File: config.mk
export PLATFORM = sky130hd
export DESIGN_NAME = tdm_demux_flat
export DESIGN_NICKNAME = d
export VERILOG_FILES = /design/src/rtl/tdm_demux_if.sv /design/src/rtl/tdm_demux.sv /design/src/flat_wrapper.sv
export SDC_FILE = /design/constraint.sdc
export NUM_CORES = 1
export LEC_CHECK = 0
export ABC_AREA = 1
export CAP_MARGIN = 20
export CORE_MARGIN = 2
export CORE_UTILIZATION = 35
export DETAILED_ROUTE_END_ITERATION = 10
export HOLD_SLACK_MARGIN = 0.05
export PLACE_DENSITY = 0.61
export SETUP_SLACK_MARGIN = 0.02
export SLEW_MARGIN = 20
export SYNTH_ARGS = -nofsm -noshare
export SYNTH_HDL_FRONTEND = slang
export SYNTH_SLANG_ARGS = --single-unit
File: constraint.sdc
create_clock -name clk -period 1.8 [get_ports clk]
set_input_delay 0.36 -clock clk [delete_from_list [all_inputs] [get_ports clk]]
set_output_delay 0.36 -clock clk [all_outputs]
set_load 0.05 [all_outputs]
File: src/rtl/tdm_demux_if.sv
// Sample-stream and lane-output bundle for tdm_demux.
// master = TDM source / lane consumer side, slave = the demux itself.
interface tdm_demux_if #(
    parameter int WIDTH = 1,
    parameter int CH    = 4
);
    localparam int SELW = $clog2(CH);

    // In_valid qualifies In and Sync for one cycle; there is no backpressure.
    // Out_valid and Err are one-cycle strobes and are never asserted together.
    logic [WIDTH-1:0]    In;
    logic                In_valid;
    logic                Sync;
    logic [CH*WIDTH-1:0] Out;
    logic                Out_valid;
    logic [SELW-1:0]     Sel;
    logic                Err;
    logic                state;     // 0 = HUNT, 1 = RUN

    modport master (
        output In, In_valid, Sync,
        input  Out, Out_valid, Sel, Err, state
    );

    modport slave (
        input  In, In_valid, Sync,
        output Out, Out_valid, Sel, Err, state
    );
endinterface

File: src/rtl/tdm_demux.sv
// TDM receive demux: collects one frame of CH slot samples, then publishes all lanes at once.
// Define TDM_STRICT_SYNC_EN to treat a missing Sync at slot 0 as an alignment error.
module tdm_demux #(
    parameter int WIDTH = 1,
    parameter int CH    = 4
) (
    input  logic       clk,
    input  logic       reset_n,
    tdm_demux_if.slave bus
);
    localparam int SELW = $clog2(CH);
    localparam logic [SELW-1:0] LAST = SELW'(CH - 1);
    localparam logic [SELW-1:0] ONE  = SELW'(1);

    localparam logic [0:0] HUNT = 1'b0;
    localparam logic [0:0] RUN  = 1'b1;

`ifdef TDM_STRICT_SYNC_EN
    localparam bit STRICT = 1'b1;
`else
    localparam bit STRICT = 1'b0;
`endif

    logic [0:0]          state;
    logic [SELW-1:0]     sel;
    logic [CH*WIDTH-1:0] shadow;
    logic [CH*WIDTH-1:0] out;
    logic                out_valid;
    logic                err;

    logic [CH*WIDTH-1:0] lane_write;
    logic [CH*WIDTH-1:0] realign;

    // lane_write bypasses the current sample so the last lane reaches Out without a readback.
    always_comb begin
        lane_write = shadow;
        lane_write[int'(sel)*WIDTH +: WIDTH] = bus.In;
        realign = '0;
        realign[WIDTH-1:0] = bus.In;
    end

    always_ff @(posedge clk or negedge reset_n) begin
        if (!reset_n) begin
            state     <= HUNT;
            sel       <= '0;
            shadow    <= '0;
            out       <= '0;
            out_valid <= 1'b0;
            err       <= 1'b0;
        end else begin
            out_valid <= 1'b0;
            err       <= 1'b0;
            if (bus.In_valid) begin
                case (state)
                    HUNT: begin
                        if (bus.Sync) begin
                            shadow <= realign;
                            sel    <= ONE;
                            state  <= RUN;
                        end
                    end
                    default: begin
                        if (bus.Sync && sel != '0) begin
                            // Early Sync: drop the partial frame and restart at slot 0.
                            err    <= 1'b1;
                            shadow <= realign;
                            sel    <= ONE;
                        end else if (STRICT && !bus.Sync && sel == '0) begin
                            err    <= 1'b1;
                            shadow <= '0;
                            sel    <= '0;
                            state  <= HUNT;
                        end else begin
                            shadow <= lane_write;
                            sel    <= sel + ONE;
                            if (sel == LAST) begin
                                out       <= lane_write;
                                out_valid <= 1'b1;
                            end
                        end
                    end
                endcase
            end
        end
    end

    assign bus.Out       = out;
    assign bus.Out_valid = out_valid;
    assign bus.Sel       = sel;
    assign bus.Err       = err;
    assign bus.state     = state;
endmodule

File: src/flat_wrapper.sv
// flat-port wrapper written by rule: the top's interface ports become plain ports
module tdm_demux_flat 
#(
    parameter int WIDTH = 1,
    parameter int CH    = 4
)
  (clk, reset_n, bus_In, bus_In_valid, bus_Sync, bus_Out, bus_Out_valid, bus_Sel, bus_Err, bus_state);
  tdm_demux_if #(.WIDTH(WIDTH), .CH(CH)) bus_i ();
  input  logic clk;
  input  logic reset_n;
  input wire logic [$bits(bus_i.In)-1:0] bus_In;
  input wire logic [$bits(bus_i.In_valid)-1:0] bus_In_valid;
  input wire logic [$bits(bus_i.Sync)-1:0] bus_Sync;
  output wire logic [$bits(bus_i.Out)-1:0] bus_Out;
  output wire logic [$bits(bus_i.Out_valid)-1:0] bus_Out_valid;
  output wire logic [$bits(bus_i.Sel)-1:0] bus_Sel;
  output wire logic [$bits(bus_i.Err)-1:0] bus_Err;
  output wire logic [$bits(bus_i.state)-1:0] bus_state;
  assign bus_i.In = bus_In;
  assign bus_i.In_valid = bus_In_valid;
  assign bus_i.Sync = bus_Sync;
  assign bus_Out = bus_i.Out;
  assign bus_Out_valid = bus_i.Out_valid;
  assign bus_Sel = bus_i.Sel;
  assign bus_Err = bus_i.Err;
  assign bus_state = bus_i.state;
  tdm_demux #(.WIDTH(WIDTH), .CH(CH)) u_core (.clk(clk), .reset_n(reset_n), .bus(bus_i));
endmodule
==> summary.txt <==
CP arrival - 1.63 ns
# clock sinks - 12
Vias per inst - 4.37
Number of global-route vias before repair - 480
GR Overflow Total - 0
Status - completed
GRT Resource Usage Total - 14.1%
Chip width - 47.9 µm
Unrepaired setup endpoints after global routing - no
Final hold vios - 0
# hold bufs at CTS - 0
Most used cell, CP - nand2_1
Yosys top cell by area - dfrtp_1
Syn Inst Count - 81
Final HPWL DP - 977 µm
N_diodes - 0
Netlist cell types - 16
Die Ht - 47.9 µm
Pins Over Slew Limit - 0
Drt pass-1 iters - 4
Nets@finish - 109
Setup WS pre-CTS - 0.321 ns
Worst Max-Slew Pin Slew - 0.536 ns
DR iter-0 viols - 14
Routed wire length - 1.24 mm
Commonest non-fill, non-tap cell in the layout - nand2_1
Final worst path period share - 81.6%
Residual DRC - 0
Area of the multi-input gates - 318 µm²
Class of the worst hold path - input port to asynchronous set/reset pin
Reg2Reg Launch Point - u_core.bus.Sel[0]$_DFFE_PN0P_
CTS tree - done
Peak supply drop - 0.000925 V
Top cells by area, synth - dfrtp_1 45%, nand2_1 17%, ha_1 9.3%, nor2_8 5.9%, inv_1 5.6%
CP Cell Sequence - inv_1 > ha_1 > inv_2 > nand2_2 > nand2_4 > nor2_8 > inv_4 > nand2_1 > nand2_1
Reg area - 300 µm²
Setup CP Type - flip-flop to flip-flop
Rows - 15
Max cap viols - 0
Sum Neg Setup Slack - 0 ns
H-tree depth - 1
Root Buffer Master - clkbuf_4
CP Data Required Time - 1.96 ns
Pin count of the biggest net entering global routing - 13
Mapped Area - 673 µm²
# fillers - 192
Placed insts - 119
Cts bufs inserted - 3
Area of the die - 2290 µm²
Input/output buffers - 13
Fmax - 0.681 GHz
Ys Warns - 0
Antenna violations before repair - 0
Leading cell types in the layout, fill and taps excluded - 31 x nand2_1, 12 x dfrtp_1, 10 x inv_1
Drt wl/cell - 10.2 µm
Synth-to-Final Area Change - 24.0%
Hold WS - 0.437 ns
Via count - 533
# setup viols final - 0
Critical path endpoint category - flip-flop
Worst rel slew slack - 64.2%
Crit-path max cell delay - 0.47 ns
Min cycle time layout - 1.47 ns
Clock Latency Late Sink - 0.27 ns
Layout Cells excl Fill - 122
Postcts setup bufs - 0
Placer Congestion - 0.698
Antenna viol nets, final - 0
Worst Clk Skew - 0.00328 ns
First-pass GRT wire length - 2.15 mm
Clock buffer depth - 2
Yosys reg bits - 12
Cts repair resizes - 0
CP max FO - 8
Net count of the mapped netlist - 91
Post-route worst setup slack - 0.332 ns
Leak - 0.470 nW
Share of cells above drive strength 1 - 22.7%
IO Pins - 14
Seq/Total Area, Yosys - 44.6%
Clk slew on worst S/H paths - 0.07 ns
Core ar. - 1760 µm²
Starting Density - 38.2%
CP max stage cell - dfrtp_1
Yosys top cell area share - 44.6%
Worst Setup SP - u_core.bus.Sel[0]$_DFFE_PN0P_
Power per cell area - 1520 nW/µm²
CP Launch Type - flip-flop
Mapped Avg Cell Area - 8.31 µm²
-- cell families (layout without fill, tap and decap cells) --
kind of cell               count (synthesis)  after routing  share of synthesized area (%)
and+or+nand+nor                           43             43                           31.6
buffers and inverters                     14             30                           8.18
DFF                                       12             12                           44.6
AOI/OAI and AO/OA                          7              7                           6.32
adders and majority gates                  5              5                           9.29
-- cell type report --
cell class | instances | area share, %
repair buffers | 13 | 12.9
inverters | 14 | 6.60
clock buffers | 3 | 2.70
well taps | 25 | 3.75
multi-input cells | 55 | 38.1
flip-flops and latches | 12 | 36.0
-- power breakdown --
group / internal (W) / switching (W)
Combinational: 0.000216 / 0.000480
Sequential: 0.000339 / 0.0000694
Clock: 0.0000774 / 0.0000836
Total: 0.000632 / 0.000633
-- Yosys cell counts (all sizes together) --
master  instances
inv            13
nand2          34
nand3           4
clkinv          1
ha              5
dfrtp          12
o21ai           6
nor3            1
nor2            4
a21oi           1
-- per-layer routing --
layer,global-route usage (%),up-vias,wire length [µm]
li1,-,276,-
met1,19.9,237,603
met2,18.7,17,542
met3,3.40,3,68
met4,9.73,0,24
met5,0,-,0
-- registers in the layout (all words and copies together) (netlist names) --
register,cells
u_core.bus.state,1
u_core.bus.Out_valid,1
u_core.shadow,3
u_core.bus.Sel,2
u_core.bus.Out,4
u_core.bus.Err,1
-- critical path: cells and delay by family, from the launching register on --
kind	cells	cell delay (ns)
AND/OR/NAND/NOR	5	0.42
adder cells (fa/ha/maj)	1	0.20
flip-flops	1	0.47
buffers and inverters	3	0.27
-- final timing paths --
kind	end	slack, ns	depth (start not counted)
max	u_core.bus.Out[2]$_DFFE_PN0P_	0.33	9
min	u_core.bus.Out[3]$_DFFE_PN0P_	0.44	1
max reg2reg	u_core.bus.Out[2]$_DFFE_PN0P_	0.33	9
min reg2reg	u_core.bus.Out[3]$_DFFE_PN0P_	0.47	2
max in group asynchronous	u_core.bus.Sel[0]$_DFFE_PN0P_	1.01	1
min in group clk	u_core.bus.Out[3]$_DFFE_PN0P_	0.47	2
-- through the flow --
step           total power (W)  cell area (µm²)  utilization [%]
6_report               0.00127              835             47.3
3_3_place_gp           0.00110              812             46.0
5_1_grt                0.00138              835             47.3
2_1_floorplan         0.000927              673                -
3_5_place_dp           0.00111              812             46.0
4_1_cts                0.00128              835             47.3
Note: power is estimated with default switching activity, not from simulation.
